File: config.mk
export PLATFORM = sky130hd
export DESIGN_NAME = if_id_stage
export DESIGN_NICKNAME = d
export VERILOG_FILES = /design/src/rtl/pipeline_pkg.sv /design/src/rtl/pc_register.sv /design/src/rtl/if_id_stage.sv
export SDC_FILE = /design/constraint.sdc
export NUM_CORES = 1
export LEC_CHECK = 0
export BUFFER_PORTS_ARGS = -buffer_cell sky130_fd_sc_hd__buf_2
export CAP_MARGIN = 20
export CORE_ASPECT_RATIO = 1.25
export CORE_MARGIN = 4
export CORE_UTILIZATION = 30
export CTS_CLUSTER_SIZE = 12
export DETAILED_ROUTE_END_ITERATION = 10
export GPL_TIMING_DRIVEN = 0
export PLACE_DENSITY = 0.53
export SYNTH_ARGS = -nofsm -noshare
export SYNTH_HDL_FRONTEND = slang
export SYNTH_SLANG_ARGS = --single-unit
export TNS_END_PERCENT = 20
File: constraint.sdc
create_clock -name clk_i -period 2 [get_ports clk_i]
set_input_delay 0.4 -clock clk_i [delete_from_list [all_inputs] [get_ports clk_i]]
set_output_delay 0.4 -clock clk_i [all_outputs]
set_load 0.005 [all_outputs]
File: src/rtl/pipeline_pkg.sv
// Shared pipeline types and constants for the RV32I core pipeline registers.
package pipeline_pkg;

    localparam logic [31:0] NOP_INSTR = 32'h0000_0013;
    localparam logic [31:0] RESET_PC  = 32'h0000_0000;

    typedef struct packed {
        logic [31:0] pc;
        logic [31:0] pc4;
        logic [31:0] instr;
        logic        valid;
    } if_id_t;

    // A bubble keeps the PC fields of the previous entry and only kills the instruction.
    function automatic if_id_t make_bubble(input if_id_t cur, input logic [31:0] nop);
        if_id_t b;
        b       = cur;
        b.instr = nop;
        b.valid = 1'b0;
        return b;
    endfunction

endpackage

File: src/rtl/pc_register.sv
// Fetch PC flop with redirect/hold/increment selection and misaligned-target detection.
module pc_register
    import pipeline_pkg::*;
#(
    parameter logic [31:0] RESET_PC_VAL = RESET_PC
) (
    input  logic        clk,
    input  logic        rst,
    input  logic        redirect,
    input  logic        hold,
    input  logic [31:0] target,
    output logic [31:0] pc,
    output logic        misalign
);

    always_ff @(posedge clk) begin
        if (rst) begin
            pc       <= RESET_PC_VAL;
            misalign <= 1'b0;
        end else if (redirect) begin
            // Low bits are dropped; the fault is only flagged, fetch continues aligned.
            pc       <= {target[31:2], 2'b00};
            misalign <= |target[1:0];
        end else begin
            misalign <= 1'b0;
            if (!hold) begin
                pc <= pc + 32'd4;
            end
        end
    end

endmodule

File: src/rtl/if_id_stage.sv
// Instruction fetch stage and IF/ID pipeline register; inserts NOP bubbles on redirect and imem wait.
module if_id_stage
    import pipeline_pkg::*;
#(
    parameter logic [31:0] RESET_PC_VAL  = RESET_PC,
    parameter logic [31:0] NOP_INSTR_VAL = NOP_INSTR
) (
    input  logic        clk_i,
    input  logic        rst_i,
    input  logic        stall_i,
    input  logic        br_sel_i,
    input  logic [31:0] br_target_i,
    input  logic        imem_ready_i,
    input  logic [31:0] imem_rdata_i,
    output logic [31:0] imem_addr_o,
    output logic [31:0] id_pc_o,
    output logic [31:0] id_pc4_o,
    output logic [31:0] id_instr_o,
    output logic        id_valid_o,
    output logic        misalign_o
);

    logic [31:0] pc;
    logic        pc_hold;
    if_id_t      id_q;

    // A stall freezes the PC even when imem is not ready; a redirect overrides both.
    assign pc_hold = stall_i | ~imem_ready_i;

    pc_register #(
        .RESET_PC_VAL(RESET_PC_VAL)
    ) u_pc_register (
        .clk      (clk_i),
        .rst      (rst_i),
        .redirect (br_sel_i),
        .hold     (pc_hold),
        .target   (br_target_i),
        .pc       (pc),
        .misalign (misalign_o)
    );

    always_ff @(posedge clk_i) begin
        if (rst_i) begin
            id_q.pc    <= 32'd0;
            id_q.pc4   <= 32'd4;
            id_q.instr <= NOP_INSTR_VAL;
            id_q.valid <= 1'b0;
        end else if (br_sel_i) begin
            id_q <= make_bubble(id_q, NOP_INSTR_VAL);
        end else if (stall_i) begin
            id_q <= id_q;
        end else if (!imem_ready_i) begin
            id_q <= make_bubble(id_q, NOP_INSTR_VAL);
        end else begin
            id_q.pc    <= pc;
            id_q.pc4   <= pc + 32'd4;
            id_q.instr <= imem_rdata_i;
            id_q.valid <= 1'b1;
        end
    end

    assign imem_addr_o = pc;
    assign id_pc_o     = id_q.pc;
    assign id_pc4_o    = id_q.pc4;
    assign id_instr_o  = id_q.instr;
    assign id_valid_o  = id_q.valid;

endmodule

==> run summary <==
status: finished, violations left
failing checks: setup timing
1st-pass router iterations: 4
die height: 158 µm
crit path cell chain: buf_6 > nand4_1 > or4_4 > or4_1 > a311oi_1
Core ar.: 0.0176 mm²
post-placement cell count: 1069
crit end category: flip-flop
maxcap violations: 0
GRT Util Overall: 20.2%
routability cong.: 0.845
CP max stage delay: 0.61 ns
design area: 0.00765 mm²
largest net degree at the start of global routing: 17
reg2reg path depth: 5
I/O Buffers: 189
final hold slack: 0.200 ns
Hold EP: id_instr_o[1]
max-slew violations: 0
Synth warnings: 0
vias per cell: 5.04
CP Class: reg -> reg
top cells by area, synth: dfxtp_1 (46%), nand2_1 (6.1%), nor2_1 (5.8%)
Via Count: 5636
CTS buffer count: 17
Fin. Hold Viols: 0
crit start category: flip-flop
PD cells: 852 mW/mm²
initial antenna violation count: 1
post-detailed-routing wire length: 20400 µm
static leakage: 3.11 nW
H-tree Lvls: 4
row cnt: 54
DP Area: 0.00666 mm²
post-synthesis cell area: 0.00540 mm²
first-pass GRT wire length: 31500 µm
placed wire-length estimate: 15300 µm
most crowded layer after global routing: met2
Syn Area/Cell: 8.30 µm²
fraction of registers with async set/reset: 0%
actual slew at the worst max-slew pin: 0.665 ns
die width: 128 µm
Reg2Reg Launch Point: u_pc_register.pc[10]
multi-input combinational cell area: 0.00271 mm²
Worst path top cell family by delay: simple AND/OR/NAND/NOR gates
ANT nets after route: 0
Clk pin slew, worst setup/hold paths: 0.06 ns
Seq. cell area: 0.00252 mm²
Slew HR: 55.7%
Reg2Reg Capture Point: u_pc_register.pc[29]
crit share post-route: 104%
Worst IR Drop VDD: 0.566 mV
DRC errors left: 0
largest fanout on the critical path: 6
sequential area share after synthesis: 46.0%
RSZ-0062 raised after global routing: yes
Synth cell types: 47
M1 GR Usage: 23.7%
Skew-Pair Late Insertion Delay: 0.43 ns
Layout area overhead: 41.6%
CP arrival: 2.41 ns
Max clock buf depth: 2
CTS Root Cell: clkbuf_16
Synth Flop Type: dfxtp_1
Remaining Overflow, GRT: 0
f_max: 0.480 GHz
cells after synthesis: 651
hold_sp: imem_rdata_i[1]
worst hold stages: 3
number of enable flip-flop cells after synthesis: 0
r2r setup slk: -0.08 ns
Layout Nets: 951
Fillers: 1856
met2 Use GR: 34.7%
layout cells sized above 1: 34.7%
Synth Register Bits: 124
post-synth top area share: 46.0%
Final WS setup: -0.0847 ns
DR WL/cell: 18.3 µm
die area: 0.0202 mm²
Post-Layout Cell Count: 1119
Worst Clk Skew: 0.00629 ns
I/O pins: 199
1st-iter DRT viols: 215
slowest library cell on the worst path: or4_4
type of the most critical hold path: in -> reg
Synth area leader: dfxtp_1
CTS Hold Bufs: 0
met3 usage: 6.82%
final setup violation count: 8
CTS tree: yes
Initial Utilization: 30.7%
Worst EP required: 2.33 ns
WP buf/inv: 1
# clock sinks: 124
number of global-route vias before repair: 5537
minimum clock period: 2.08 ns
[repair_timing]
item	CTS	global route
setup endpoints to repair	44	46
buffers inserted	4	19
resized for setup	33	42
pin swaps	4	15
cloned	0	2
[registers in the layout (all words and copies together) (netlist names)]
signal and cells:
id_instr_o 32, id_pc4_o 30, id_pc_o 30, u_pc_register.pc 30
id_valid_o 1, u_pc_register.misalign 1
[cells by family after synthesis]
group / Yosys count / synth area share, %
XOR/XNOR: 20 / 3.24
flip-flops: 124 / 46.0
AO/OA/AOI/OAI: 163 / 20.9
other: 1 / 0.0694
AND/OR/NAND/NOR: 263 / 23.0
adder cells (fa/ha/maj): 1 / 0.232
buffers and inverters: 79 / 6.58
[Yosys cell counts (2+ instances only)]
library cell / number
nand4_1: 7
clkbuf_2: 2
buf_2: 6
clkbuf_1: 45
xor2_1: 4
buf_1: 6
and3_1: 6
nand3_1: 11
inv_1: 9
buf_4: 7
a311oi_1: 28
dfxtp_1: 124
o22ai_1: 3
a21oi_1: 36
a221oi_1: 2
or3_1: 15
xnor2_1: 16
o31a_1: 2
a211oi_1: 21
a31oi_1: 2
nor2_1: 84
o21ai_0: 19
nor4_1: 14
nor3_1: 9
and4_1: 5
a22oi_1: 29
o31ai_1: 15
buf_6: 3
nand2_1: 88
or4_1: 16
[placed cells by master, fill, tap and decap left out, drive strengths merged, types with 16 or more instances in the layout]
cell type / Yosys / routed
a311oi: 28 / 28
or4: 17 / 17
nor2: 84 / 84
clkbuf: 47 / 56
buf: 22 / 237
a22oi: 29 / 29
a211oi: 21 / 21
a21oi: 36 / 36
dfxtp: 124 / 124
o21ai: 19 / 19
nand2: 88 / 88
xnor2: 16 / 16
[layout make-up]
| class | instances | area share, % |
|---|---|---|
| well taps | 224 | 3.66 |
| plain buffers | 61 | 4.51 |
| clock inverters | 14 | 2.21 |
| repair buffers | 214 | 15.1 |
| clock buffers | 18 | 5.74 |
| flip-flops and latches | 124 | 32.9 |
| multi-input cells | 453 | 35.4 |
| diodes | 1 | 0.0327 |
| inverters | 10 | 0.491 |
[where the power goes]
group          internal, mW  leakage, nW  switching [mW]  total (mW)
sequential             2.57         1.02           0.118        2.69
combinational         0.284         1.80           0.363       0.646
clock                  1.99        0.293            1.19        3.18
total                  4.85         3.11            1.67        6.52
[per-stage QoR]
stage | setup TNS [ns] | power (mW) | util [%] | setup slack, ns
after detailed placement | -26.62 | 3.35 | 37.9 | -0.523
final | -0.403 | 6.52 | 43.5 | -0.0847
after global placement | -27.69 | 3.35 | 37.9 | -0.525
after floorplan | -0.0965 | 3.03 | - | -0.0339
after global routing | -1.17 | 6.78 | 43.5 | -0.126
after CTS | -0.596 | 6.55 | 42.0 | -0.0985
[worst max-delay path by stage]
stage	slack [ns]	depth (start not counted)	from	end
floorplan	-0.03	7	stall_i	u_pc_register.pc[25]
global placement	-0.53	7	br_sel_i	id_pc4_o[2]
detailed placement	-0.52	7	imem_ready_i	id_pc4_o[22]
CTS	-0.1	6	u_pc_register.pc[3]	u_pc_register.pc[28]
global route	-0.13	5	u_pc_register.pc[10]	u_pc_register.pc[29]
finish	-0.08	5	u_pc_register.pc[10]	u_pc_register.pc[29]
[layer usage]
layer  part of all wire [%]  vias up
met3                    8.2       28
met1                     41     2622
met2                     50      181
met4                    1.4        2
li1                       -     2803
met5                  0.064        -
[tightest hold or removal path: cells and delay by family]
kind                   cells  cell delay (ns)
AO/OA/AOI/OAI              1             0.06
buffers and inverters      1             0.08
AND/OR/NAND/NOR            1             0.06
Note: power is estimated with default switching activity, not from simulation.
